$ cat src/rtl/cpu_pkg.sv
// cpu_pkg: shared types and default widths for the ACU memory-bus slice.
//   CPU_AW / CPU_DW / CPU_TIMEOUT : default address width, data width and
//                                   wait-state limit for acu_bus
//   bus_state_t                   : acu_bus FSM state encoding (2 bits)
//   bus_op_t                      : latched operation type of a burst
package cpu_pkg;

  localparam int CPU_AW      = 16;
  localparam int CPU_DW      = 8;
  localparam int CPU_TIMEOUT = 15;

  typedef enum logic [1:0] {
    IDLE   = 2'd0,
    SETUP  = 2'd1,
    ACCESS = 2'd2,
    DONE   = 2'd3
  } bus_state_t;

  typedef enum logic {
    OP_RD = 1'b0,
    OP_WR = 1'b1
  } bus_op_t;

endpackage

$ cat src/rtl/acu_bus_wdog.sv
// acu_bus_wdog: wait-state / timeout counter for one bus access.
//   clk, rst : clock, synchronous active-low reset (count clears to 0)
//   clr      : reload the counter for a fresh access (TIMEOUT-1 remaining)
//   en       : count one wait cycle
//   expired  : the current wait cycle is the TIMEOUT-th without ready
// Implemented as a down-counter: loaded with TIMEOUT-1 and compared
// against zero, so 'expired' is true in the TIMEOUT-th waiting cycle.
module acu_bus_wdog #(
  parameter int TIMEOUT = 15
) (
  input  logic clk,
  input  logic rst,
  input  logic clr,
  input  logic en,
  output logic expired
);

  localparam logic [7:0] LOAD = 8'(TIMEOUT - 1);

  logic [7:0] count;

  always_ff @(posedge clk) begin
    if (!rst) begin
      count <= 8'd0;
    end else if (clr) begin
      count <= LOAD;
    end else if (en && count != 8'd0) begin
      count <= count - 8'd1;
    end
  end

  assign expired = (count == 8'd0);

endmodule

$ cat src/rtl/acu_bus.sv
// acu_bus: turns the ACU address into byte-wide read/write bursts on the
// external memory bus, with ready handshake, wait states, per-beat address
// increment and timeout abort.
//   clk, rst          : clock, synchronous active-low reset
//   addr, addr_vld    : burst start address from the ACU and its enable
//   req_rd, req_wr    : request levels, sampled only in IDLE
//   len               : beats minus one, latched at accept
//   wdata, wr_take    : write byte, taken in the cycle wr_take is high
//   rdata, rdata_vld  : last read byte and its one-cycle valid pulse
//   busy, done, err   : status (not idle / burst complete / illegal or timeout)
//   mem_addr/dout/din : memory bus address, write data, read data
//   mem_rd, mem_wr    : bus strobes, high throughout ACCESS
//   mem_rdy           : memory ready
//
//   state  | meaning
//   IDLE   | waiting for a legal request with addr_vld
//   SETUP  | address stable, strobes low, write byte taken
//   ACCESS | strobe high, waiting for mem_rdy or timeout
//   DONE   | one-cycle done pulse, then back to IDLE
module acu_bus
  import cpu_pkg::*;
#(
  parameter int AW      = CPU_AW,
  parameter int DW      = CPU_DW,
  parameter int TIMEOUT = CPU_TIMEOUT
) (
  input  logic          clk,
  input  logic          rst,
  input  logic [AW-1:0] addr,
  input  logic          addr_vld,
  input  logic          req_rd,
  input  logic          req_wr,
  input  logic [3:0]    len,
  input  logic [DW-1:0] wdata,
  output logic          wr_take,
  output logic [DW-1:0] rdata,
  output logic          rdata_vld,
  output logic          busy,
  output logic          done,
  output logic          err,
  output logic [AW-1:0] mem_addr,
  output logic [DW-1:0] mem_dout,
  input  logic [DW-1:0] mem_din,
  output logic          mem_rd,
  output logic          mem_wr,
  input  logic          mem_rdy
);

  bus_state_t state;
  bus_op_t    op;
  logic [3:0] beats;
  logic       wd_expired;

  acu_bus_wdog #(.TIMEOUT(TIMEOUT)) u_wdog (
    .clk     (clk),
    .rst     (rst),
    .clr     (state == SETUP),
    .en      (state == ACCESS && !mem_rdy),
    .expired (wd_expired)
  );

  always_ff @(posedge clk) begin
    if (!rst) begin
      state     <= IDLE;
      op        <= OP_RD;
      beats     <= 4'd0;
      wr_take   <= 1'b0;
      rdata     <= '0;
      rdata_vld <= 1'b0;
      busy      <= 1'b0;
      done      <= 1'b0;
      err       <= 1'b0;
      mem_addr  <= '0;
      mem_dout  <= '0;
      mem_rd    <= 1'b0;
      mem_wr    <= 1'b0;
    end else begin
      // pulse outputs default low
      wr_take   <= 1'b0;
      rdata_vld <= 1'b0;
      done      <= 1'b0;
      err       <= 1'b0;
      case (state)
        IDLE: begin
          if (addr_vld && (req_rd ^ req_wr)) begin
            mem_addr <= addr;
            beats    <= len;
            op       <= req_wr ? OP_WR : OP_RD;
            wr_take  <= req_wr;
            busy     <= 1'b1;
            state    <= SETUP;
          end else if (addr_vld && req_rd && req_wr) begin
            err <= 1'b1;
          end
        end
        SETUP: begin
          if (op == OP_WR) mem_dout <= wdata;
          mem_rd <= (op == OP_RD);
          mem_wr <= (op == OP_WR);
          state  <= ACCESS;
        end
        ACCESS: begin
          // ready takes priority over a coincident timeout
          if (mem_rdy) begin
            mem_rd <= 1'b0;
            mem_wr <= 1'b0;
            if (op == OP_RD) begin
              rdata     <= mem_din;
              rdata_vld <= 1'b1;
            end
            if (beats == 4'd0) begin
              done  <= 1'b1;
              state <= DONE;
            end else begin
              beats    <= beats - 4'd1;
              mem_addr <= mem_addr + AW'(1);
              wr_take  <= (op == OP_WR);
              state    <= SETUP;
            end
          end else if (wd_expired) begin
            mem_rd <= 1'b0;
            mem_wr <= 1'b0;
            err    <= 1'b1;
            busy   <= 1'b0;
            state  <= IDLE;
          end
        end
        DONE: begin
          busy  <= 1'b0;
          state <= IDLE;
        end
        default: state <= IDLE;
      endcase
    end
  end

endmodule

$ cat config.mk
export PLATFORM = sky130hd
export DESIGN_NAME = acu_bus
export DESIGN_NICKNAME = d
export VERILOG_FILES = /design/src/rtl/cpu_pkg.sv /design/src/rtl/acu_bus_wdog.sv /design/src/rtl/acu_bus.sv
export SDC_FILE = /design/constraint.sdc
export NUM_CORES = 1
export LEC_CHECK = 0
export CAP_MARGIN = 20
export CORE_ASPECT_RATIO = 1.4
export CORE_MARGIN = 4
export CORE_UTILIZATION = 52
export CTS_CLUSTER_DIAMETER = 30
export DETAILED_ROUTE_END_ITERATION = 12
export PLACE_DENSITY = 0.93
export SKIP_LAST_GASP = 1
export SYNTH_ARGS = -nofsm -noshare
export SYNTH_HDL_FRONTEND = slang
export SYNTH_SLANG_ARGS = --single-unit
$ cat constraint.sdc
create_clock -name clk -period 5.4 [get_ports clk]
set_input_delay 0.54 -clock clk [delete_from_list [all_inputs] [get_ports clk]]
set_output_delay 0.54 -clock clk [all_outputs]
set_load 0.01 [all_outputs]
==> metrics.md <==
| Metric | Value |
|---|---|
| Outcome | `completed` |
| Most used DFF post-synth | `dfxtp_1` |
| Final hold vios | `0` |
| Ports | `81` |
| Placed insts | `between 400 and 500` |
| Syn_nets | `approximately 400` |
| PortBufs | `80` |
| Number of global-route vias before repair | `about 2900` |
| Leakage power | `about 1.3 nW` |
| Max IR drop VDD | `approximately 0.00027 V` |
| DRC viols | `0` |
| Slew Viols, Final | `0` |
| Setup_tns | `0 ns` |
| Synth cell types | `between 60 and 70` |
| Worst-Skew Late Latency | `between 0.3 and 0.4 ns` |
| Max Cap Viol | `0` |
| 1st-pass router iterations | `5` |
| First-pass GRT wire length | `approximately 13 mm` |
| Largest net degree at the start of global routing | `38` |
| Post-synthesis sequential area ratio | `37.7%` |
| Share of layout cells above drive strength 1 | `6.78%` |
| Number of synthesized flops with an enable pin | `0` |
| Post-DP HPWL | `about 5.7 mm` |
| Hold Path End | `mem_dout[5]$_SDFFE_PN0P_` |
| Worst-path maximum fanout | `37` |
| FF+latch count, synth | `54` |
| Grt ovf | `0` |
| Synth warnings | `0` |
| Hold Path Origin | `mem_dout[5]$_SDFFE_PN0P_` |
| Worst-case reg-to-reg path depth | `7` |
| Crit end category | `register` |
| Clk root buf | `clkbuf_8` |
| Worst setup SP type | `register` |
| Total Wirelength | `slightly above 8 mm` |
| Crit share post-route | `a little under three fifths` |
| Vias post-DR | `between 2000 and 3000` |
| HP Class | `reg -> reg` |
| Fin crit period | `just over 3 ns` |
| Final cell count without fillers | `between 400 and 500` |
| Core area | `~5300 sq um` |
| Final WS setup | `2.38 ns` |
| Die X | `approximately 71 um` |
| Die area | `6790 sq um` |
| Final setup violation count | `0` |
| H-tree depth | `2` |
| Post-synthesis cell area | `between 2000 and 3000 sq um` |
| Layout Utilization | `between 70% and 80%` |
| Die Ht | `95.9 um` |
| Area grow syn2layout | `31.4%` |
| Initial antenna violation count | `0` |
| Fin Clk Skew | `between 0.007 and 0.008 ns` |
| Clock buffer depth | `2` |
| Worst-path clk slew | `about 0.10 ns` |
| Row cnt | `31` |
| Hold buffer count at CTS | `0` |
| Worst reg-to-reg setup slack | `between 2 and 2.5 ns` |
| Worst r2r src | `state[0]$_SDFFE_PN0P_` |
| Post_cts resized | `0` |
| Total GRT Usage | `23.4%` |
| Fill cells | `approximately 430` |
| Crit Path Class | `reg -> reg` |
| Pwr Total | `roughly 1.6 mW` |
| Sink Count | `54` |
| GP Congestion | `roughly 0.85` |
| Antenna-violating nets left | `0` |
| CTS tree | `built` |
| Post-Synthesis Mean Instance Area | `a little over 8 sq um` |
| Number of CTS-inserted buffers | `5` |
| Power Dens Cells | `about 430 nW/um^2` |
| Post-CTS setup buffers | `0` |
| Post-layout nets | `roughly 460` |
| Via density | `6.23` |
| RSZ-0062 raised after global routing | `false` |
| Crit Reg-Reg Endpoint | `mem_addr[0]$_SDFFE_PN0P_` |
| Crit path arrival time | `3.28 ns` |
| Antenna diodes | `0` |
| Syn Inst Count | `approximately 350` |
| Pre-CTS setup slack | `between 2 and 2.5 ns` |
| DR iter-0 viols | `about 250` |
| Max frequency | `between 300 and 400 MHz` |
| Hold depth | `2` |
| Initial core utilization | `54.4%` |
| Worst-margin pin slew | `between 0.9 and 1 ns` |
| Req. time, crit path | `between 5 and 6 ns` |
| WL per Instance | `around 17 um` |
| Max-Slew Margin vs Limit | `35.8%` |
| Asr flop ratio synth | `0%` |
==> Yosys cell counts (3+ instances only) <==
master,instances,area (sq um)
dfxtp_1,54,1080
nand2_1,47,176
a21oi_1,29,145
nand3_1,21,105
nor2_1,21,78.8
clkbuf_1,16,60.1
nor3_1,11,55.1
a211oi_1,10,75.1
inv_1,10,37.5
ha_1,8,100
o21ai_0,8,40.0
o32ai_1,8,70.1
nand4_1,7,43.8
buf_2,5,25.0
o31ai_1,5,37.5
a2bb2oi_1,4,35.0
and4_1,4,35.0
o31a_1,4,35.0
or4_1,4,30.0
xor2_1,4,35.0
nor2b_1,3,18.8
o311ai_0,3,26.3
or2_2,3,18.8
or3_1,3,18.8
xnor2_1,3,26.3
==> cell families (layout without fill, tap and decap cells) <==
family	count (synthesis)	in the layout	share of synthesized area (%)
mux	2	2	0.698
buf+inv	37	102	5.49
flops	54	54	37.7
fa+ha+maj	8	8	3.49
xor+xnor	7	7	2.14
simple gates	141	141	25.3
compound gates	99	99	25.2
==> report_power, final <==
group	switching [mW]	leakage, nW	total (mW)	internal, mW
clock network	0.137	0.0452	0.229	0.0920
logic	0.400	0.807	0.749	0.349
registers	0.143	0.440	0.637	0.493
total	0.681	1.29	1.62	0.935
==> metrics by stage <==
step	instance area (sq um)	hold slack, ns
after global routing	3770	0.478
after floorplan	2870	0.454
after detailed placement	3680	0.446
after CTS	3770	0.460
final	3770	0.457
after global placement	3650	0.441
==> flip-flops by register name, indices dropped and copies added, names as in the netlist <==
signal / cells
err: 1
op: 1
mem_dout: 8
mem_wr: 1
done: 1
mem_rd: 1
wr_take: 1
beats: 4
busy: 1
rdata: 8
u_wdog.count: 8
mem_addr: 16
rdata_vld: 1
state: 2
==> how the worst max path moves through the flow <==
stage / startpoint / end / cells past startpoint
detailed placement: state[0]$_SDFFE_PN0P_ / mem_addr[0]$_SDFFE_PN0P_ / 7
global route: state[0]$_SDFFE_PN0P_ / mem_addr[4]$_SDFFE_PN0P_ / 7
global placement: rst / mem_addr[15]$_SDFFE_PN0P_ / 4
finish: state[0]$_SDFFE_PN0P_ / mem_addr[0]$_SDFFE_PN0P_ / 7
floorplan: state[0]$_SDFFE_PN0P_ / mem_addr[11]$_SDFFE_PN0P_ / 9
CTS: state[0]$_SDFFE_PN0P_ / mem_addr[0]$_SDFFE_PN0P_ / 7
==> routing by layer <==
metal / GRT usage, % / vias to the layer above / part of all wire (%)
li1: - / 1431 / -
met1: 27.6 / 1384 / 40
met2: 42.2 / 153 / 52
met3: 4.70 / 18 / 6.3
met4: 7.99 / 0 / 2.1
met5: 0 / - / 0
==> critical path: stages, from the launching register on <==
cell and delay [ns]:
dfxtp_1 0.36, inv_1 0.12, ha_1 0.81, inv_2 0.51, a2bb2oi_1 0.27, buf_4 0.29
or2_2 0.36, o221a_2 0.24
==> layout by cell type (no fill, tap or decap), drive strengths merged, types with 3 or more instances in the layout <==
cell | synthesis | routed
nor2b | 3 | 3
o32ai | 8 | 8
and4 | 5 | 5
nand3 | 21 | 21
nor3 | 11 | 11
inv | 11 | 11
a2111oi | 4 | 4
buf | 9 | 3
o31ai | 5 | 5
nor2 | 21 | 21
a2bb2oi | 4 | 4
or3 | 3 | 3
nand4 | 8 | 8
o31a | 4 | 4
clkbuf | 17 | 6
nor3b | 3 | 3
ha | 8 | 8
or4 | 4 | 4
clkdlybuf4s50 | 0 | 80
or2 | 3 | 3
o21ai | 8 | 8
a211oi | 10 | 10
nand2 | 47 | 47
xnor2 | 3 | 3
a21oi | 29 | 29
xor2 | 4 | 4
o311ai | 3 | 3
dfxtp | 54 | 54
==> layout make-up <==
| cell class | count | area, sq um | area share [%] |
|---|---|---|---|
| multi-input cells | 257 | 1630 | 43.4 |
| repair buffers | 83 | 843 | 22.4 |
| flip-flops and latches | 54 | 1080 | 28.7 |
| clock buffers | 6 | 72.6 | 1.93 |
| well taps | 66 | 82.6 | 2.19 |
| inverters | 11 | 41.3 | 1.10 |
| clock inverters | 2 | 13.8 | 0.365 |
(Power assumes the default switching activity.)
